[config.mk]
export PLATFORM = sky130hd
export DESIGN_NAME = wr_ptr_ctrl
export DESIGN_NICKNAME = d
export VERILOG_FILES = /design/src/rtl/fifo_pkg.sv /design/src/rtl/gray2bin_conv.sv /design/src/rtl/wr_ptr_ctrl.sv
export SDC_FILE = /design/constraint.sdc
export NUM_CORES = 1
export LEC_CHECK = 0
export CORE_MARGIN = 3
export CORE_UTILIZATION = 35
export CTS_BUF_LIST = sky130_fd_sc_hd__clkbuf_8
export CTS_CLUSTER_DIAMETER = 40
export DETAILED_ROUTE_END_ITERATION = 12
export REMOVE_ABC_BUFFERS = 1
export SYNTH_ARGS = -nofsm -noshare
export SYNTH_HDL_FRONTEND = slang
export SYNTH_HIERARCHICAL = 1
export SYNTH_SLANG_ARGS = --single-unit
[constraint.sdc]
create_clock -name wr_clk -period 3.1 [get_ports wr_clk]
set_input_delay 0.62 -clock wr_clk [delete_from_list [all_inputs] [get_ports wr_clk]]
set_output_delay 0.62 -clock wr_clk [all_outputs]
set_load 0.02 [all_outputs]
[src/rtl/fifo_pkg.sv]
// Shared async-FIFO helpers used by the write- and read-side pointer controllers.
// Pointer helpers work on a zero-extended PTR_MAX-bit vector so that one copy
// serves any pointer width.
package fifo_pkg;

   localparam int FIFO_ADDR_LEN = 5;
   localparam int PTR_MAX       = 32;

   // Binary to Gray; upper zero bits stay zero.
   function automatic logic [PTR_MAX-1:0] bin2gray(input logic [PTR_MAX-1:0] b);
      return b ^ (b >> 1);
   endfunction

   // Gray to binary: each binary bit is the XOR of all Gray bits at or above it.
   function automatic logic [PTR_MAX-1:0] gray2bin(input logic [PTR_MAX-1:0] g);
      logic [PTR_MAX-1:0] r;
      r = '0;
      for (int i = 0; i < PTR_MAX; i++) r[i] = ^(g >> i);
      return r;
   endfunction

   // Full when the write Gray pointer equals the read Gray pointer with its two
   // MSBs inverted (one lap ahead). pw is the pointer width (ADDR_LEN+1).
   function automatic logic full_cmp(input logic [PTR_MAX-1:0] wr_gray,
                                     input logic [PTR_MAX-1:0] rd_gray,
                                     input int unsigned        pw);
      logic [PTR_MAX-1:0] m;
      m = {{(PTR_MAX-2){1'b0}}, 2'b11} << (pw - 2);
      return wr_gray == (rd_gray ^ m);
   endfunction

endpackage

[src/rtl/gray2bin_conv.sv]
// Gray-to-binary converter built as an XOR-prefix chain from the MSB down.
module gray2bin_conv #(
   parameter int W = 6
) (
   input  logic [W-1:0] gray,
   output logic [W-1:0] bin
);

   // Each output bit reduces the Gray bits from itself to the MSB, so no bit
   // feeds back into the same vector.
   for (genvar i = 0; i < W; i++) begin : g_bit
      assign bin[i] = ^gray[W-1:i];
   end

endmodule

[src/rtl/wr_ptr_ctrl.sv]
// Write-domain pointer controller for the async FIFO: binary/Gray write pointers,
// memory write strobe/address, and registered full, almost-full, level and overflow.
module wr_ptr_ctrl
   import fifo_pkg::*;
#(
   parameter int ADDR_LEN  = FIFO_ADDR_LEN,
   parameter int AF_MARGIN = 4
) (
   input  logic                wr_clk,
   input  logic                wr_rst,
   input  logic                wr_en,
   input  logic [ADDR_LEN:0]   sync_rd_ptr,
   input  logic                ovf_clr,
   output logic                wr_mem_en,
   output logic [ADDR_LEN-1:0] wr_addr,
   output logic [ADDR_LEN:0]   wr_ptr,
   output logic                wr_full,
   output logic                wr_almost_full,
   output logic [ADDR_LEN:0]   wr_level,
   output logic                wr_overflow
);

   localparam int              PW    = ADDR_LEN + 1;
   localparam int              DEPTH = 2 ** ADDR_LEN;
   localparam logic [PW-1:0]   AF_TH = PW'(DEPTH - AF_MARGIN);

   logic          accept;
   logic [PW-1:0] wr_bin, wr_bin_next, wr_gray_next;
   logic [PW-1:0] rd_bin_s, level_next;
   logic          full_val;

   gray2bin_conv #(.W(PW)) u_rd_g2b (
      .gray (sync_rd_ptr),
      .bin  (rd_bin_s)
   );

   // Write strobe only looks at the registered full flag, never at sync_rd_ptr.
   assign accept    = wr_en & ~wr_full;
   assign wr_mem_en = accept;
   assign wr_addr   = wr_bin[ADDR_LEN-1:0];

   assign wr_bin_next  = wr_bin + PW'(accept);
   assign wr_gray_next = PW'(bin2gray(PTR_MAX'(wr_bin_next)));
   assign full_val     = full_cmp(PTR_MAX'(wr_gray_next), PTR_MAX'(sync_rd_ptr), PW);

   // Modulo-2^PW subtraction handles pointer wrap without special cases.
   assign level_next   = wr_bin_next - rd_bin_s;

   // Pointer, flag and level registers all advance together on wr_clk.
   always_ff @(posedge wr_clk or posedge wr_rst) begin
      if (wr_rst) begin
         wr_bin         <= '0;
         wr_ptr         <= '0;
         wr_full        <= 1'b0;
         wr_almost_full <= 1'b0;
         wr_level       <= '0;
      end else begin
         wr_bin         <= wr_bin_next;
         wr_ptr         <= wr_gray_next;
         wr_full        <= full_val;
         wr_almost_full <= (level_next >= AF_TH);
         wr_level       <= level_next;
      end
   end

   // Sticky overflow: a write attempt while full sets it, and set beats clear.
   always_ff @(posedge wr_clk or posedge wr_rst) begin
      if (wr_rst)                  wr_overflow <= 1'b0;
      else if (wr_en && wr_full)   wr_overflow <= 1'b1;
      else if (ovf_clr)            wr_overflow <= 1'b0;
   end

endmodule

## Word level (Yosys, flattened, before mapping)

Index checks and enable logic that the tools add are counted.

| storage, ports and cells | value |
|---|---|
| memory bits (writable) | 0 |
| bits in latches | 0 |
| input bits | 10 |
| memories | 0 |
| ROM bits | 0 |
| logic and storage cells | 23 |
| register bits after elaboration | 21 |

| cells by class | value |
|---|---|
| shift operators | 0 |
| muxes and demuxes | 2 |
| $lt $le $gt $ge | 1 |
| reductions and logical operators | 7 |
| bitwise gates (word level) | 4 |
| divide/modulo/power cells | 0 |
| multiply operators | 0 |
| $add $sub $neg | 2 |
| equal/unequal tests | 1 |

Operators with widths:

| cell | number |
|---|---|
| $add 6x1->6 | 1 |
| $eq 6x6->1 | 1 |
| $ge 6x5->1 const B | 1 |
| $reduce_xor 6->1 | 1 |
| $sub 6x6->6 | 1 |
| $xor 6x5->6 | 1 |
| $reduce_xor 5->1 | 1 |
| $reduce_xor 4->1 | 1 |
| $reduce_xor 3->1 | 1 |
| $mux 1 | 2 |
| $not 2->2 | 1 |
| $reduce_bool 2->1 | 1 |
| $reduce_xor 2->1 | 1 |
| $and 1x1->1 | 1 |
| $logic_and 1x1->1 | 1 |
| $not 1->1 | 1 |

## Longest topological paths before layout

| depth | value |
|---|---|
| depth after elaboration | 5 |
| depth in mapped cells | 11 |
| mapped depth without buffers | 11 |

## By module

Netlist, hierarchy kept.

By module, submodules not included:

| module | sequential area each (µm²) | area an instance (µm²) | cells an instance | times used |
|---|---|---|---|---|
| wr_ptr_ctrl | 500.5 | 1114.8 | 97 | 1 |
| gray2bin_conv | 0.0 | 108.9 | 7 | 1 |

## Least setup slack after synthesis

Ideal clock, no wire load.

| path | value |
|---|---|
| path kind | input to register |
| from | in wr_en |
| to | reg wr_almost_full |
| data required time | 2975 ps |
| data arrival time | 2741 ps |
| slack | 234 ps |
| setup time | 125 ps |
| stages | 10 |
| path through | nor2b_1 ha_1 ha_1 xor2_4 ha_1 o21a_1 o31a_1 o21ai_0 a21o_1 nand3_1 |

| between the ends | value |
|---|---|
| cells in the longest elaborated chain, start to end | 4 |

RTL lines:

| what | RTL line | source |
|---|---|---|
| start, declared | wr_ptr_ctrl.sv:11 | `input logic wr_en,` |
| $and 1x1->1 | wr_ptr_ctrl.sv:38 | `assign accept = wr_en & ~wr_full;` |
| $add 6x1->6 | wr_ptr_ctrl.sv:42 | `assign wr_bin_next = wr_bin + PW'(accept);` |
| net wr_bin_next[2] | wr_ptr_ctrl.sv:28 | `logic [PW-1:0] wr_bin, wr_bin_next, wr_gray_next;` |
| $sub 6x6->6 | wr_ptr_ctrl.sv:47 | `assign level_next = wr_bin_next - rd_bin_s;` |
| $ge 6x5->1 | wr_ptr_ctrl.sv:61 | `wr_almost_full <= (level_next >= AF_TH);` |
| end signal, assigned | wr_ptr_ctrl.sv:61 |  |
| end, declared | wr_ptr_ctrl.sv:18 | `output logic wr_almost_full,` |

The timed path passes the listed nets, and every way through them passes these cells.
A chain may end at the register's enable or synchronous reset.

## Worst setup path in the final report

| path | value |
|---|---|
| from | in sync_rd_ptr[3] |
| to | reg wr_almost_full |

| between the ends | value |
|---|---|
| cells in the longest elaborated chain, start to end | 3 |
| elaborated cells on any way between the ends | 6 |

RTL lines:

| what | RTL line | source |
|---|---|---|
| start, declared | wr_ptr_ctrl.sv:12 | `input logic [ADDR_LEN:0] sync_rd_ptr,` |
| $reduce_xor 3->1 | gray2bin_conv.sv:12 | `assign bin[i] = ^gray[W-1:i];` |
| net rd_bin_s[3] | wr_ptr_ctrl.sv:29 | `logic [PW-1:0] rd_bin_s, level_next;` |
| $sub 6x6->6 | wr_ptr_ctrl.sv:47 |  |
| $ge 6x5->1 | wr_ptr_ctrl.sv:61 |  |

The timed path passes the listed nets, and every way through them passes these cells.

==> tab_implementation.tex <==
\begin{tabular}{lr}
\hline
Metric & Value \\
\hline
\multicolumn{2}{l}{\textbf{Floorplanning}} \\
Top Ports & 31 \\
Number of rows created at floorplan & 20 \\
Die Span X & $\sim$65 um \\
Vert. Die Dim & 65.1 um \\
Area of the placeable core & 3200 um\^{}2 \\
Die area & approximately 4200 um\^{}2 \\
Starting utilization of the core area & a little under two fifths \\
\multicolumn{2}{l}{\textbf{Timing}} \\
Actual slew at the worst max-slew pin & between 700 and 800 ps \\
Setup total negative slack & 0 ps \\
Final Hold Viols & 0 \\
Time the final worst path needs with I/O delays and setup & 2980 ps \\
Crit share post-route & 96.0\% \\
Number of slew-limit violations in the final report & 0 \\
Setup Skew & 2.87 ps \\
Max-slew headroom at the worst pin & approximately 50\% \\
Highest achievable clock rate & 0.336 GHz \\
Worst-case hold slack & 527 ps \\
Setup-failing EPs final & 0 \\
\multicolumn{2}{l}{\textbf{Critical path}} \\
Critical Path Sink Type & flip-flop \\
Startpoint of the worst-slack reg-to-reg timing path & wr\_full\$\_DFF\_PP0\_ \\
Biggest fanout along the worst timing path & 4 \\
Crit path largest cell delay & 500 ps \\
Logic depth of the worst register-to-register path & 11 \\
Last element of the critical path & wr\_almost\_full\$\_DFF\_PP0\_ \\
Worst reg2reg path endpoint & wr\_almost\_full\$\_DFF\_PP0\_ \\
Timing startpoint of the critical path & sync\_rd\_ptr[3] \\
Data arrival time of the critical path & $\sim$3100 ps \\
Sequence of cells on the critical path & clkdlybuf4s50\_1 -> xor3\_2 -> xor3\_4 -> inv\_1 -> ha\_1 -> nor2b\_1 -> o31a\_1 -> o21ai\_1 -> a21o\_1 -> nand3\_1 \\
Setup slack, reg-to-reg & just under 800 ps \\
Type of the worst setup path & primary input to flip-flop \\
CP delay by family, top & XOR/XNOR gates \\
Required arrival time at the worst endpoint & 3240 ps \\
Worst setup SP type & primary input \\
WP depth & 10 \\
Buffers plus inverters on the worst setup path & 2 \\
Cell at the slowest stage of the critical path & clkdlybuf4s50\_1 \\
\multicolumn{2}{l}{\textbf{Power and ir drop}} \\
Peak ir drop on the vdd network & 0.000510 V \\
Cell Pwr Density & around 1200 nW/um\^{}2 \\
Leak pwr & 0.828 nW \\
\multicolumn{2}{l}{\textbf{Clock network}} \\
Max clock buf depth & 2 \\
Num CTS Buffers & 3 \\
Source-to-sink clock delay at the later pin of the worst-skew pair & 250 ps \\
Total number of clock tree sinks & 20 \\
CTS tree & done \\
Max H-tree Level & 1 \\
Clock root buffer master & clkbuf\_8 \\
CTS hold repair buffers & 0 \\
Clock-pin slew on the worst setup and hold paths & 70 ps \\
\multicolumn{2}{l}{\textbf{GRT}} \\
Number of antenna violations at the first check in global routing & 0 \\
Wire length of the first global-routing pass & roughly 4.5 mm \\
Final global-route overflow total & 0 \\
Number of global-route vias before repair & 964 \\
Pin count of the biggest net entering global routing & 21 \\
GRT Util Overall & 13.5\% \\
\multicolumn{2}{l}{\textbf{Routing}} \\
Length of the first detailed-routing pass in iterations & 4 \\
Count of routing violations after the opening detailed-route iteration & 18 \\
Remaining antenna violation count & 0 \\
Final routed DRC violation total & 0 \\
Mean routed wirelength per cell & 12.5 um \\
Number of vias in the routed layout & about 840 \\
Total wirelength of the detailed-routed design & 2.43 mm \\
Number of vias per cell & 4.30 \\
\multicolumn{2}{l}{\textbf{Synth}} \\
Count of cell types in the netlist & 32 \\
Average cell area after synthesis & about 12 um\^{}2 \\
Area of the mapped netlist & 1220 um\^{}2 \\
Synthesis warning total & 6 \\
Gate Count Post-Synth & 104 \\
Sequential-to-total area share from yosys stat & 40.9\% \\
Register bit total from synthesis & 20 \\
\multicolumn{2}{l}{\textbf{Final layout}} \\
Number of nets in the final layout & 172 \\
Most frequent cells in the layout & 30 x clkdlybuf4s50\_1, 20 x dfrtp\_1, 17 x buf\_4, 12 x inv\_1, 12 x xnor2\_1 \\
Most common cell after layout, fill and taps aside & clkdlybuf4s50\_1 \\
Area growth from synthesis to final layout & 41.2\% \\
Fill cell instance count of the final layout & 315 \\
Final core utilization & 53.9\% \\
Layout cells sized above 1 & between 10\% and 20\% \\
Antenna cell count & 0 \\
\multicolumn{2}{l}{\textbf{Outcome}} \\
Status & finished, final reports clean \\
\multicolumn{2}{l}{\textbf{Worst hold path}} \\
Path type of the worst min-delay path & flip-flop to flip-flop \\
Min-Delay Path Depth & 2 \\
\multicolumn{2}{l}{\textbf{Job}} \\
Max-capacitance violation count & 0 \\
\multicolumn{2}{l}{\textbf{Placement}} \\
Count of port buffers added during placement & 30 \\
Post-DP HPWL & 1.96 mm \\
RD Place Congestion & 0.741 \\
\hline
\end{tabular}
metal layers:
layer / vias to the layer above / track usage [%] / wire [um]
met3: 2 / 3.76 / 114
met5: - / 0 / 0
met1: 384 / 18.2 / 1090
met4: 0 / 1.55 / 8
li1: 437 / - / -
met2: 15 / 22.3 / 1220
cell families (layout without fill, tap and decap cells):
kind of cell | after synthesis | count (layout) | share of synthesized area [%]
xor gates and xnor gates | 27 | 27 | 27.2
DFF | 20 | 20 | 40.9
and+or+nand+nor | 17 | 17 | 7.87
AOI/OAI and AO/OA | 16 | 16 | 8.69
buffers and inverters | 15 | 62 | 5.52
adders and majority gates | 9 | 9 | 9.82
worst min-delay path by stage:
stage	endpoint	start
6_report	wr_overflow$_DFFE_PP0P_	wr_overflow$_DFFE_PP0P_
3_3_place_gp	wr_overflow$_DFFE_PP0P_	wr_full$_DFF_PP0_
4_1_cts	wr_overflow$_DFFE_PP0P_	wr_overflow$_DFFE_PP0P_
5_1_grt	wr_overflow$_DFFE_PP0P_	wr_overflow$_DFFE_PP0P_
3_5_place_dp	wr_overflow$_DFFE_PP0P_	wr_overflow$_DFFE_PP0P_
2_1_floorplan	wr_almost_full$_DFF_PP0_	wr_rst
per-stage QoR:
step                      instances  total power [W]  setup slack [ps]  instance area [um^2]
after floorplan                 101          0.00132               233                  1200
after global routing            195          0.00223             -6.68                  1730
final                           195          0.00204               124                  1730
after detailed placement        191          0.00188              -224                  1680
after global placement          191          0.00187              -121                  1680
after CTS                       194          0.00206              42.1                  1720
power breakdown:
| part | internal [W] | switching, W | leakage (nW) |
|---|---|---|---|
| clock network | 0.0000863 | 0.0000795 | 0.0216 |
| logic | 0.000719 | 0.000655 | 0.566 |
| registers | 0.000402 | 0.0000969 | 0.240 |
cells in the mapped netlist (all sizes together):
cell / n / area [um^2]
dfrtp: 20 / 500
inv: 12 / 45.0
xnor2: 12 / 105
xor2: 10 / 106
ha: 8 / 100
a21oi: 5 / 28.8
nand3: 5 / 25.0
a21o: 4 / 30.0
nand2: 3 / 11.3
o21ai: 3 / 15.0
xor3: 3 / 76.3
buf: 2 / 18.8
nor2b: 2 / 12.5
xnor3: 2 / 45.0
a21boi: 1 / 7.51
a32oi: 1 / 8.76
and2: 1 / 6.26
and3b: 1 / 8.76
and4: 1 / 8.76
clkbuf: 1 / 3.75
fa: 1 / 20.0
nand4: 1 / 6.26
nor2: 1 / 3.75
o21a: 1 / 7.51
o31a: 1 / 8.76
or2b: 1 / 7.51
or3: 1 / 6.26
sequential cells by signal, summed over array words and instances, names as in the netlist:
signal / count
wr_bin: 6
wr_level: 6
wr_ptr: 5
wr_almost_full: 1
wr_full: 1
wr_overflow: 1
final cells by class:
| class | instances | area [um^2] | area share [%] |
|---|---|---|---|
| flip-flops and latches | 20 | 500 | 29.0 |
| inverters | 12 | 45.0 | 2.61 |
| clock buffers | 3 | 41.3 | 2.39 |
| repair buffers | 47 | 428 | 24.8 |
| multi-input cells | 69 | 658 | 38.1 |
| well taps | 44 | 55.1 | 3.19 |
worst register-to-register path: stages (launching register included):
cell,delay (ps)
dfrtp_1,400
nor2b_1,220
ha_1,290
inv_1,70
ha_1,160
inv_1,70
fa_2,350
a21o_1,200
a21oi_1,170
xnor2_1,150
nand3_1,100
nand3_1,90
repair_timing:
| action | CTS | global route |
|---|---|---|
| endpoints found under the setup margin | 0 | 1 |
| resized for setup | 0 | 2 |
| buffers inserted | 0 | 1 |
No activity file was read; power rests on OpenSTA's default activity.
